===== config.mk =====
export PLATFORM = sky130hd
export DESIGN_NAME = alu_seq
export DESIGN_NICKNAME = d
export VERILOG_FILES = /design/src/rtl/alu_pkg.sv /design/src/rtl/alu_iter_core.sv /design/src/rtl/alu_seq.sv
export SDC_FILE = /design/constraint.sdc
export NUM_CORES = 1
export LEC_CHECK = 0
export BUFFER_PORTS_ARGS = -buffer_cell sky130_fd_sc_hd__buf_2
export CORE_AREA = 4 4 137 139
export DETAILED_ROUTE_END_ITERATION = 10
export DIE_AREA = 0 0 141 143
export SYNTH_ARGS = -nofsm -noshare
export SYNTH_HDL_FRONTEND = slang
export SYNTH_SLANG_ARGS = --single-unit
export TNS_END_PERCENT = 50

===== constraint.sdc =====
create_clock -name CLK -period 3.08 [get_ports CLK]
set_input_delay 0 -clock CLK [delete_from_list [all_inputs] [get_ports CLK]]
set_output_delay 0 -clock CLK [all_outputs]
set_load 0.02 [all_outputs]

===== src/rtl/alu_pkg.sv =====
// alu_pkg: shared opcode values, FSM state encoding and iterative-core
// mode encoding for the alu_seq sequential ALU.
package alu_pkg;

  // Opcodes carried on SELECT
  localparam logic [2:0] OP_FWD = 3'b000;
  localparam logic [2:0] OP_ADD = 3'b001;
  localparam logic [2:0] OP_AND = 3'b010;
  localparam logic [2:0] OP_OR  = 3'b011;
  localparam logic [2:0] OP_SUB = 3'b100;
  localparam logic [2:0] OP_SLL = 3'b101;
  localparam logic [2:0] OP_SRA = 3'b110;
  localparam logic [2:0] OP_MUL = 3'b111;

  // Top-level control states
  typedef enum logic {
    ST_IDLE = 1'b0,
    ST_RUN  = 1'b1
  } state_e;

  // Operation performed by the iterative core
  typedef enum logic [1:0] {
    IT_SLL = 2'b00,
    IT_SRA = 2'b01,
    IT_MUL = 2'b10
  } iter_mode_e;

endpackage


===== src/rtl/alu_iter_core.sv =====
// alu_iter_core: multi-cycle engine for SLL, SRA (one bit per cycle) and
// unsigned shift-add MUL (one multiplier bit per cycle, WIDTH steps).
// Ports:
//   clk, reset     clock, synchronous active-high reset
//   start_i        load operands and begin iterating (only when idle)
//   mode_i         operation to perform
//   a_i, b_i       operand A (value to shift / multiplicand), operand B (multiplier)
//   n_i            shift amount (must be non-zero for shifts)
//   done_iter_o    high in the cycle whose rising edge performs the last step
//   value_o        result produced by the step taken at that edge
//   carry_o        carry/shift-out/overflow produced by that step
// The final step's value is presented combinationally so the owner can
// register the result on the same edge the last iteration happens.
module alu_iter_core
  import alu_pkg::*;
#(
  parameter int WIDTH = 8
) (
  input  logic                     clk,
  input  logic                     reset,
  input  logic                     start_i,
  input  iter_mode_e               mode_i,
  input  logic [WIDTH-1:0]         a_i,
  input  logic [WIDTH-1:0]         b_i,
  input  logic [$clog2(WIDTH)-1:0] n_i,
  output logic                     done_iter_o,
  output logic [WIDTH-1:0]         value_o,
  output logic                     carry_o
);

  localparam int SHW = $clog2(WIDTH);
  localparam int CW  = SHW + 1;
  localparam logic [CW-1:0] CNT_ONE = {{(CW-1){1'b0}}, 1'b1};
  localparam logic [CW-1:0] CNT_MUL = CW'(WIDTH);

  // acc_q: shift value, or high half of the running product for MUL.
  // mq_q : multiplier, shifting right as product low bits enter from the top.
  logic             busy_q, busy_d;
  iter_mode_e       mode_q, mode_d;
  logic [WIDTH-1:0] acc_q, acc_d;
  logic [WIDTH-1:0] mq_q, mq_d;
  logic [WIDTH-1:0] mcand_q, mcand_d;
  logic [CW-1:0]    cnt_q, cnt_d;

  logic [WIDTH-1:0] acc_step_s;
  logic [WIDTH-1:0] mq_step_s;
  logic             carry_step_s;
  logic [WIDTH:0]   sum_s;

  // One iteration step of the current operation
  always_comb begin
    acc_step_s   = acc_q;
    mq_step_s    = mq_q;
    carry_step_s = 1'b0;
    sum_s        = {(WIDTH+1){1'b0}};
    case (mode_q)
      IT_SLL: begin
        acc_step_s   = {acc_q[WIDTH-2:0], 1'b0};
        carry_step_s = acc_q[WIDTH-1];
      end
      IT_SRA: begin
        acc_step_s   = {acc_q[WIDTH-1], acc_q[WIDTH-1:1]};
        carry_step_s = acc_q[0];
      end
      IT_MUL: begin
        // Add multiplicand when the current multiplier bit is set, then
        // shift the {high, low} product pair right by one.
        sum_s        = {1'b0, acc_q} + (mq_q[0] ? {1'b0, mcand_q} : {(WIDTH+1){1'b0}});
        acc_step_s   = sum_s[WIDTH:1];
        mq_step_s    = {sum_s[0], mq_q[WIDTH-1:1]};
        carry_step_s = |sum_s[WIDTH:1];
      end
      default: begin
        acc_step_s   = acc_q;
        mq_step_s    = mq_q;
        carry_step_s = 1'b0;
      end
    endcase
  end

  // Next-state for the accumulators and the iteration counter
  always_comb begin
    busy_d  = busy_q;
    mode_d  = mode_q;
    acc_d   = acc_q;
    mq_d    = mq_q;
    mcand_d = mcand_q;
    cnt_d   = cnt_q;
    if (start_i) begin
      busy_d  = 1'b1;
      mode_d  = mode_i;
      mcand_d = a_i;
      mq_d    = b_i;
      if (mode_i == IT_MUL) begin
        acc_d = {WIDTH{1'b0}};
        cnt_d = CNT_MUL;
      end else begin
        acc_d = a_i;
        cnt_d = {1'b0, n_i};
      end
    end else if (busy_q) begin
      acc_d  = acc_step_s;
      mq_d   = mq_step_s;
      cnt_d  = cnt_q - CNT_ONE;
      busy_d = (cnt_q != CNT_ONE);
    end else begin
      busy_d = 1'b0;
    end
  end

  // Iteration state registers
  always_ff @(posedge clk) begin
    if (reset) begin
      busy_q  <= 1'b0;
      mode_q  <= IT_SLL;
      acc_q   <= {WIDTH{1'b0}};
      mq_q    <= {WIDTH{1'b0}};
      mcand_q <= {WIDTH{1'b0}};
      cnt_q   <= {CW{1'b0}};
    end else begin
      busy_q  <= busy_d;
      mode_q  <= mode_d;
      acc_q   <= acc_d;
      mq_q    <= mq_d;
      mcand_q <= mcand_d;
      cnt_q   <= cnt_d;
    end
  end

  assign done_iter_o = busy_q & (cnt_q == CNT_ONE);
  assign value_o     = (mode_q == IT_MUL) ? mq_step_s : acc_step_s;
  assign carry_o     = carry_step_s;

endmodule


===== src/rtl/alu_seq.sv =====
// alu_seq: registered ALU with valid/ready request handshake and a
// one-cycle DONE pulse. Simple ops complete on the accept edge; non-zero
// shifts and MUL run in alu_iter_core while IN_READY is low.
// Ports:
//   CLK, RESET        clock, synchronous active-high reset
//   DATA1, DATA2      operands (DATA2 low bits are the shift amount)
//   SELECT            opcode (see alu_pkg)
//   IN_VALID/IN_READY request handshake; accept when both high at an edge
//   RESULT            registered result, held until the next DONE
//   DONE              one-cycle pulse when RESULT and flags are new
//   ZERO, CARRY, NEG  registered flags for RESULT
module alu_seq
  import alu_pkg::*;
#(
  parameter int WIDTH  = 8,
  parameter bit MUL_EN = 1'b1
) (
  input  logic             CLK,
  input  logic             RESET,
  input  logic [WIDTH-1:0] DATA1,
  input  logic [WIDTH-1:0] DATA2,
  input  logic [2:0]       SELECT,
  input  logic             IN_VALID,
  output logic             IN_READY,
  output logic [WIDTH-1:0] RESULT,
  output logic             DONE,
  output logic             ZERO,
  output logic             CARRY,
  output logic             NEG
);

  localparam int SHW = $clog2(WIDTH);

  state_e           state_q, state_d;
  logic [WIDTH-1:0] result_q, result_d;
  logic             done_q, done_d;
  logic             zero_q, zero_d;
  logic             carry_q, carry_d;
  logic             neg_q, neg_d;

  logic [WIDTH-1:0] sc_result_s;
  logic             sc_carry_s;
  logic             is_iter_s;
  iter_mode_e       iter_mode_s;
  logic [WIDTH:0]   add_s;
  logic [SHW-1:0]   shamt_s;
  logic             start_iter_s;

  logic             done_iter_s;
  logic [WIDTH-1:0] iter_value_s;
  logic             iter_carry_s;

  assign shamt_s = DATA2[SHW-1:0];

  // Single-cycle datapath and classification of multi-cycle requests
  always_comb begin
    sc_result_s = DATA2;
    sc_carry_s  = 1'b0;
    is_iter_s   = 1'b0;
    iter_mode_s = IT_SLL;
    add_s       = {1'b0, DATA1} + {1'b0, DATA2};
    case (SELECT)
      OP_FWD: sc_result_s = DATA2;
      OP_ADD: {sc_carry_s, sc_result_s} = add_s;
      OP_AND: sc_result_s = DATA1 & DATA2;
      OP_OR:  sc_result_s = DATA1 | DATA2;
      OP_SUB: begin
        sc_result_s = DATA1 - DATA2;
        sc_carry_s  = (DATA1 >= DATA2);
      end
      OP_SLL: begin
        // A zero shift finishes immediately with the operand unchanged.
        sc_result_s = DATA1;
        is_iter_s   = |shamt_s;
        iter_mode_s = IT_SLL;
      end
      OP_SRA: begin
        sc_result_s = DATA1;
        is_iter_s   = |shamt_s;
        iter_mode_s = IT_SRA;
      end
      OP_MUL: begin
        if (MUL_EN) begin
          is_iter_s   = 1'b1;
          iter_mode_s = IT_MUL;
        end else begin
          sc_result_s = DATA2;
        end
      end
      default: sc_result_s = DATA2;
    endcase
  end

  assign start_iter_s = (state_q == ST_IDLE) & IN_VALID & is_iter_s;

  alu_iter_core #(
    .WIDTH (WIDTH)
  ) u_iter (
    .clk         (CLK),
    .reset       (RESET),
    .start_i     (start_iter_s),
    .mode_i      (iter_mode_s),
    .a_i         (DATA1),
    .b_i         (DATA2),
    .n_i         (shamt_s),
    .done_iter_o (done_iter_s),
    .value_o     (iter_value_s),
    .carry_o     (iter_carry_s)
  );

  // FSM next state and output/flag register loads
  always_comb begin
    state_d  = state_q;
    result_d = result_q;
    carry_d  = carry_q;
    done_d   = 1'b0;
    case (state_q)
      ST_IDLE: begin
        if (IN_VALID) begin
          if (is_iter_s) begin
            state_d = ST_RUN;
          end else begin
            result_d = sc_result_s;
            carry_d  = sc_carry_s;
            done_d   = 1'b1;
          end
        end else begin
          state_d = ST_IDLE;
        end
      end
      ST_RUN: begin
        // Outputs stay untouched until the core's final step.
        if (done_iter_s) begin
          result_d = iter_value_s;
          carry_d  = iter_carry_s;
          done_d   = 1'b1;
          state_d  = ST_IDLE;
        end else begin
          state_d = ST_RUN;
        end
      end
      default: state_d = ST_IDLE;
    endcase
    zero_d = ~|result_d;
    neg_d  = result_d[WIDTH-1];
  end

  // State and output registers
  always_ff @(posedge CLK) begin
    if (RESET) begin
      state_q  <= ST_IDLE;
      result_q <= {WIDTH{1'b0}};
      done_q   <= 1'b0;
      zero_q   <= 1'b1;
      carry_q  <= 1'b0;
      neg_q    <= 1'b0;
    end else begin
      state_q  <= state_d;
      result_q <= result_d;
      done_q   <= done_d;
      zero_q   <= zero_d;
      carry_q  <= carry_d;
      neg_q    <= neg_d;
    end
  end

  assign IN_READY = (state_q == ST_IDLE);
  assign RESULT   = result_q;
  assign DONE     = done_q;
  assign ZERO     = zero_q;
  assign CARRY    = carry_q;
  assign NEG      = neg_q;

endmodule


==> results.yml, run 1 <==
yosys:
  synth-seq-area-share_pct: 21.5
  synth.area.mux_share_pct: 2.35
  avgSynthCellArea_sq_um: 7.54
  synth-compound-area-share_pct: 29.0
  ys_ff_latch: 43
  synth_fa_ha_area_share_pct: 12.2
  synth_xor_area_share_pct: 4.79
  netlist_area_sq_um: 4000
  synthDistinctLibCells: 71
  yosys_warnings: 0
  syn-instance-count: 530
  yosys_most_used_dff: "dfxtp_1"
  synth_top_family_by_area: "compound AO/OA/AOI/OAI gates"
  postSynth.asyncResetShare_pct: 0
  synth_edf_count: 0
  mappedNetlistNets: 589
  synthSimpleGateAreaFrac_pct: 22.2
grt:
  grt_pass1_wl_um: 19700
  antenna_found_initial: 0
  grt_pass1_vias: 3530
  grt_overflow: 0
  track_usage_pct: 12.1
  grt_max_degree: 44
cells_and_area:
  multi_input_area_sq_um: 2820
  finalInstanceArea_sq_um: 4500
  diodes: 0
  stdcell_count: 773
  final_nets: 602
  nFillCells: 1955
  ff_latch_area_sq_um: 861
  layout_common_cells: "nand2_1, a21oi_1, dfxtp_1, nor2_1, inv_1"
  syn2layout_area_growth_pct: 12.6
  drive_above_1_share_pct: 12.1
  utilization_pct: 25.5
  layout_commonest_cell: "nand2_1"
place:
  place_ws_ns: 0.402
  place.gp.congestion: 0.872
  io_buffers: 34
  dp_cells: 765
  placed_area_sq_um: 4340
  dp_hpwl_um: 9640
routing:
  viasPerCell: 5.02
  detail-route-antenna-nets: 0
  avgRoutedWirePerCell_um: 16.1
  drt-total-wl_um: 12400
  dr.pass1.iters: 5
  post-route-drc-count: 0
  num_vias: 3878
  drt_iter0_drc: 395
pwr:
  pwr_density_cell_nw_per_um2: 381
  leakagePower_nw: 1.80
  ir_drop_uv: 200
  p_total_mw: 1.71
timing:
  hold_slack_ns: 0.0332
  max_freq_mhz: 369
  finalSetupTns_ns: 0
  slew_viol_final: 0
  post-route-period-util_pct: 88.0
  relSlewSlack_pct: 45.4
  clock_skew_ns: 0.00846
  min_period_ns: 2.71
  tightestPinTransition_ns: 0.819
  layout_setup_ws_ns: 0.369
  hold_viol_final: 0
  setup_viol_count_final: 0
  rsz0062_at_grt: "false"
run:
  maxCapViolCount: 0
clock_network:
  worstSkewPairLatency_ns: 0.29
  cts_setup_buffers: 0
  htree_levels: 2
  cts.sinks: 43
  path_clk_slew_ns: 0.07
  clock_path_buffers: 2
  cts_resized: 0
  cts_made_buffers: 5
  tritoncts: "built"
  cts_hold_buf: 0
  root_buffer: "clkbuf_16"
setup_path:
  path_max_fanout: 9
  required_ns: 3.21
  end_kind: "register"
  crit_buf_inv: 0
  crit_path_top_delay_cell: "or4_1"
  cp-start-kind: "register"
  slowest_delay_ns: 0.52
  critical-path-top-delay-family: "compound AO/OA/AOI/OAI gates"
  critical_path_class: "register to register"
  crit_chain: "and2_1 > ha_1 > fa_1 > a21o_1 > a21oi_1 > xnor2_1 > or4_1 > o311ai_0 > a311oi_1"
  crit_arrival_ns: 2.84
die:
  rows: 49
  start_util_pct: 22.6
  die_h_um: 143
  die_area_sq_um: 20200
  core_area_sq_um: 17700
  io_pins: 35
  die_w_um: 141
status:
  status: "finished, final reports clean"
worst_hold_path:
  min_path_type: "primary input to register"
==> sequential cells by signal (all words and copies together) (netlist names) <==
| register | flops |
|---|---|
| u_iter.mcand_q | 8 |
| RESULT | 8 |
| u_iter.mode_q | 2 |
| u_iter.acc_q | 8 |
| u_iter.cnt_q | 4 |
| u_iter.mq_q | 8 |
| state_q | 1 |
| DONE | 1 |
| u_iter.busy_q | 1 |
| ZERO | 1 |
| CARRY | 1 |
==> layer usage <==
layer  part of all wire, %  up-vias  global-route usage [%]
met4                   1.6        0                    3.67
met2                    43      138                    18.1
met1                    49     1802                    18.5
met5                     0        -                       0
met3                   5.6        9                    1.04
li1                      -     1929                       -
==> worst paths after layout <==
path	startpoint	end	slack, ns	depth (start not counted)
worst max-delay path	u_iter.mq_q[0]$_SDFFE_PP0P_	CARRY$_SDFFE_PP0P_	0.37	9
worst min register to register	u_iter.mcand_q[7]$_SDFFE_PP0P_	u_iter.mcand_q[7]$_SDFFE_PP0P_	0.46	2
worst max register to register	u_iter.mq_q[0]$_SDFFE_PP0P_	CARRY$_SDFFE_PP0P_	0.37	9
worst min-delay path	DATA1[1]	u_iter.mcand_q[1]$_SDFFE_PP0P_	0.03	3
==> power breakdown <==
group	internal [mW]	switching (mW)	leakage [nW]
Combinational	0.203	0.311	1.37
Clock	0.324	0.232	0.0731
Sequential	0.598	0.0469	0.352
==> tightest hold or removal path: cells and delay by family <==
kind | cells | cell delay [ns]
buf+inv | 1 | 0.14
simple gates | 1 | 0.07
compound gates | 1 | 0.06
==> cell type report <==
class                           instances  share of cell area, %
Clock inverter                          2                  0.362
Clock buffer                            6                   3.09
Inverter                               36                   3.00
Sequential cell                        43                   19.1
Multi-Input combinational cell        413                   62.6
Timing Repair Buffer                   44                   5.45
Tap cell                              229                   6.37
==> Yosys cell counts, types with 3 or more instances <==
library cell,n,area [sq um]
inv_1,36,135
o22ai_1,10,62.6
o2111ai_1,4,35.0
dfxtp_1,43,861
mux2_2,3,33.8
nand2b_1,11,68.8
a221oi_1,3,26.3
a311oi_1,9,78.8
and2_1,10,62.6
or3_1,3,18.8
a211oi_1,11,82.6
mux2i_1,6,60.1
o21bai_1,4,30.0
nand3_1,20,100
nor3_1,7,35.0
clkbuf_1,18,67.6
o21ai_0,22,110
nor2b_1,9,56.3
nand2_1,52,195
xor2_1,6,52.6
ha_1,34,425
o21a_1,3,22.5
a31oi_1,6,37.5
a211o_1,3,26.3
a21oi_1,49,245
nor2_1,43,161
o211ai_1,9,67.6
buf_2,14,70.1
fa_1,3,60.1
a21o_1,6,45.0
o221ai_1,5,43.8
xnor2_1,14,123
==> logic make-up after synthesis <==
family,Yosys count
AO/OA/AOI/OAI,169
XOR/XNOR,21
adder cells (fa/ha/maj),37
buffers and inverters,74
flip-flops,43
multiplexers,9
AND/OR/NAND/NOR,177
(Power assumes the default switching activity.)
==> inputs of run 2 (changes only) <==
- RECOVER_POWER: default -> 25
- SETUP_SLACK_MARGIN: default -> 0.3
==> run 2 against run 1 <==
Combinational power fell by 0.8%. Register-to-register slack improved by 0.09 ns. Total power fell by 0.27%. Global-route usage did not move. Worst setup slack improved by 0.092 ns. Clock power barely moved. Core utilization fell by 0.092 points. Largest cell class unchanged. Highest routed layer unchanged.
==> results.yml, run 2 (synthesis gave the netlist of run 1 again) <==
pwr:
  comb_power_share_pct: 29.8
  p_seq_share_pct: 37.7
  p_int_mw: 1.12
  leakagePower_nw: 1.74
  swShare_pct: 34.4
  p_clk_share_pct: 32.4
  pwr_density_cell_nw_per_um2: 381
  ir_drop_uv: 199
  p_sw_mw: 0.589
grt:
  grt_overflow: 0
  grt_pass1_vias: 3530
  grt_pass1_wl_um: 19700
  grt_max_degree: 44
  antenna_found_initial: 0
  track_usage_pct: 12.1
setup_path:
  crit_arrival_ns: 2.75
  critical_path_class: "register to register"
  end_kind: "register"
  required_ns: 3.21
  path_max_fanout: 9
  cp-start-kind: "register"
  ff2ff_path_depth: 9
die:
  start_util_pct: 22.6
  die_h_um: 143
  core_area_sq_um: 17700
  die_w_um: 141
  io_pins: 35
  rows: 49
  die_area_sq_um: 20200
timing:
  post-route-period-util_pct: 85.0
  relSlewSlack_pct: 44.8
  setup_viol_count_final: 0
  hold_viol_final: 0
  hold_slack_ns: 0.0337
  min_period_ns: 2.62
  slew_viol_final: 0
  finalSetupTns_ns: 0
  tightestPinTransition_ns: 0.828
  max_freq_mhz: 382
  rsz0062_at_grt: "false"
  clock_skew_ns: 0.00734
clock_network:
  root_buffer: "clkbuf_16"
  cts_made_buffers: 5
  worstSkewPairLatency_ns: 0.29
  tritoncts: "built"
  cts_setup_buffers: 0
  clock_path_buffers: 2
  path_clk_slew_ns: 0.07
  htree_levels: 2
  cts.sinks: 43
place:
  place.gp.congestion: 0.872
  io_buffers: 34
  dp_hpwl_um: 9640
cells_and_area:
  layout_commonest_cell: "nand2_1"
  diodes: 0
  drive_above_1_share_pct: 9.93
  final_nets: 602
  syn2layout_area_growth_pct: 12.2
  layout_common_cells: "nand2_1, a21oi_1, nor2_1, dfxtp_1, inv_1"
routing:
  avgRoutedWirePerCell_um: 16.1
  drt-total-wl_um: 12400
  num_vias: 3886
  post-route-drc-count: 0
  drt_iter0_drc: 380
  dr.pass1.iters: 5
  viasPerCell: 5.03
  detail-route-antenna-nets: 0
worst_hold_path:
  whs_path_depth: 3
  min_path_type: "primary input to register"
run:
  maxCapViolCount: 0
status:
  status: "finished, final reports clean"
-- run 2: worst paths after layout --
check,end,slack (ns),start
setup reg to reg,CARRY$_SDFFE_PP0P_,0.46,u_iter.mq_q[0]$_SDFFE_PP0P_
setup / recovery,CARRY$_SDFFE_PP0P_,0.46,u_iter.mq_q[0]$_SDFFE_PP0P_
hold / removal,u_iter.mcand_q[1]$_SDFFE_PP0P_,0.03,DATA1[1]
hold reg to reg,u_iter.mcand_q[7]$_SDFFE_PP0P_,0.46,u_iter.mcand_q[7]$_SDFFE_PP0P_
-- run 2: power groups by stage --
stage | combinational, mW | clock, mW | sequential, mW
6_report | 0.510 | 0.554 | 0.645
5_1_grt | 0.562 | 0.585 | 0.650
4_1_cts | 0.510 | 0.563 | 0.644
3_5_place_dp | 0.508 | 0 | 0.656
3_3_place_gp | 0.507 | 0 | 0.656
2_1_floorplan | 0.361 | 0 | 0.651
-- run 2: layout make-up --
| cell class | instances | area (sq um) |
|---|---|---|
| clock buffer | 6 | 139 |
| clock inverter | 2 | 16.3 |
| fill | 1963 | 13200 |
| inverter | 36 | 135 |
| multi-input combinational | 413 | 2820 |
| sequential | 43 | 862 |
| tap | 229 | 287 |
| timing repair buffer | 44 | 225 |
-- run 2: metal layers --
layer  share of wire, %  track usage, %
met1                 49            18.5
met2                 43            18.1
met3                5.6            1.04
met4                1.9            3.67
met5                  0               0
-- run 2: worst max-delay path, stage by stage (launching register included) --
cell and delay [ns]:
dfxtp_2 0.35, and2_1 0.14, ha_1 0.21, fa_2 0.37
a21o_1 0.18, a21oi_1 0.17, xnor2_1 0.10, or4_1 0.52
o311ai_0 0.29, a311oi_1 0.13
-- run 2: repair_timing --
item | 4_1_cts | 5_1_grt
hold buffers | 0 | 0
setup endpoints to repair | 0 | 1
resized for setup | 0 | 2
-- run 2: per-stage QoR --
step	util [%]	cell area, sq um	std cells	worst slack (ns)	power [mW]
after floorplan	-	4000	530	0.573	1.01
after global placement	24.6	4340	765	0.433	1.16
after detailed placement	24.6	4340	765	0.402	1.16
after CTS	25.5	4500	773	0.374	1.72
after global routing	25.4	4480	773	0.333	1.80
final	25.4	4480	773	0.461	1.71
==> inputs of run 3 (changes only) <==
- BUFFER_PORTS_ARGS: -buffer_cell sky130_fd_sc_hd__buf_2 -> default
- DONT_BUFFER_PORTS: default -> 1
==> run 3 against run 2 <==
Clock skew rose by 0.0020 ns. Sequential share of layout area is 0.075 points lower. Die area stayed put. Critical path type unchanged. Largest cell class unchanged. Largest power group unchanged.
==> results.yml, run 3 (synthesis gave the netlist of run 1 again) <==
status:
  status: "finished, final reports clean"
clock_network:
  htree_levels: 2
  cts.sinks: 43
  tritoncts: "built"
  worstSkewPairLatency_ns: 0.30
  path_clk_slew_ns: 0.07
  cts_made_buffers: 5
  root_buffer: "clkbuf_16"
  clock_path_buffers: 2
cells_and_area:
  layout_commonest_cell: "nand2_1"
  finalInstanceArea_sq_um: 4500
  layout_common_cells: "nand2_1, a21oi_1, nor2_1, dfxtp_1, inv_1"
  diodes: 0
  syn2layout_area_growth_pct: 12.7
  stdcell_count: 753
  final_nets: 582
  drive_above_1_share_pct: 5.92
  utilization_pct: 25.5
setup_path:
  crit_path_top_delay_cell: "fa_2"
  crit_buf_inv: 0
  ff2ff_path_depth: 10
  crit_chain: "and2_1 > ha_1 > fa_2 > a21o_1 > a211o_1 > a21o_1 > or3_1 > a21boi_1 > o2111ai_1 > a311oi_1"
  critical-path-top-delay-family: "compound AO/OA/AOI/OAI gates"
  path_max_fanout: 9
  required_ns: 3.24
  crit_arrival_ns: 2.76
  cp-start-kind: "register"
  r2r_slack_ns: 0.48
  critical_path_class: "register to register"
  critical_path_depth: 10
  regToRegEndpoint: "CARRY$_SDFFE_PP0P_"
  reg2reg_from: "u_iter.mq_q[0]$_SDFFE_PP0P_"
  end_kind: "register"
  worst_path_most_repeated_cell: "a21o_1"
  slowest_delay_ns: 0.36
pwr:
  leakagePower_nw: 1.72
  p_sw_mw: 0.570
  p_total_mw: 1.75
  comb_power_share_pct: 26.2
  p_seq_share_pct: 38.1
  ir_drop_uv: 249
  pwr_density_cell_nw_per_um2: 388
  p_clk_share_pct: 35.7
  p_int_mw: 1.18
  swShare_pct: 32.6
timing:
  slew_viol_final: 0
  rsz0062_at_grt: "false"
  finalSetupTns_ns: 0
  min_period_ns: 2.60
  hold_viol_final: 0
  clock_skew_ns: 0.00939
  tightestPinTransition_ns: 0.841
  post-route-period-util_pct: 84.4
  relSlewSlack_pct: 43.9
  layout_setup_ws_ns: 0.480
  setup_viol_count_final: 0
  hold_slack_ns: 0.00793
  max_freq_mhz: 385
run:
  maxCapViolCount: 0
place:
  place.gp.congestion: 0.860
  placed_area_sq_um: 4150
  io_buffers: 0
  dp_cells: 728
  dp_hpwl_um: 9410
  place_ws_ns: 0.383
routing:
  post-route-drc-count: 0
  viasPerCell: 5.13
  num_vias: 3861
  dr.pass1.iters: 4
  drt-total-wl_um: 12700
  detail-route-antenna-nets: 0
  avgRoutedWirePerCell_um: 16.8
  drt_iter0_drc: 311
worst_hold_path:
  min_path_type: "primary input to register"
  whs_path_depth: 2
  min_from: "RESET"
  hold_end: "RESULT[6]$_SDFF_PP0_"
die:
  die_h_um: 143
  die_w_um: 141
  core_area_sq_um: 17700
  io_pins: 35
  start_util_pct: 22.6
  die_area_sq_um: 20200
  rows: 49
grt:
  track_usage_pct: 12.5
  antenna_found_initial: 0
  grt_max_degree: 44
  grt_overflow: 0
  grt_pass1_wl_um: 20200
  grt_pass1_vias: 3594
## run 3: worst max-delay path by stage
stage	startpoint	slack, ns	end
after CTS	u_iter.mq_q[0]$_SDFFE_PP0P_	0.37	CARRY$_SDFFE_PP0P_
after global placement	u_iter.mq_q[0]$_SDFFE_PP0P_	0.45	CARRY$_SDFFE_PP0P_
after detailed placement	u_iter.mq_q[0]$_SDFFE_PP0P_	0.38	CARRY$_SDFFE_PP0P_
after floorplan	u_iter.mq_q[0]$_SDFFE_PP0P_	0.57	CARRY$_SDFFE_PP0P_
after global routing	u_iter.mq_q[0]$_SDFFE_PP0P_	0.31	CARRY$_SDFFE_PP0P_
final	u_iter.mq_q[0]$_SDFFE_PP0P_	0.48	CARRY$_SDFFE_PP0P_
## run 3: power groups by stage
stage	clock network (mW)	logic (mW)	registers, mW
floorplan	0	0.361	0.651
global placement	0	0.414	0.678
detailed placement	0	0.415	0.678
CTS	0.629	0.452	0.666
global route	0.651	0.505	0.672
finish	0.624	0.458	0.666
## run 3: layout make-up
type,count,area [sq um]
Tap cell,229,287
Fill cell,1938,13200
Clock buffer,5,125
Clock inverter,3,43.8
Multi-Input combinational cell,413,2820
Sequential cell,43,862
Timing Repair Buffer,24,229
Inverter,36,135
## run 3: layer usage
metal	share of wire, %	up-vias	track usage (%)
li1	-	1891	-
met4	1.6	0	4.03
met3	7.1	10	2.01
met2	44	143	19.2
met5	0	-	0
met1	47	1817	18.0
## run 3: timing repair
action,in CTS,in global routing
hold buffers,17,0
setup buffers,0,0
setup endpoints to repair,0,1
hold endpoints to repair,43,0
gates resized for setup,0,4
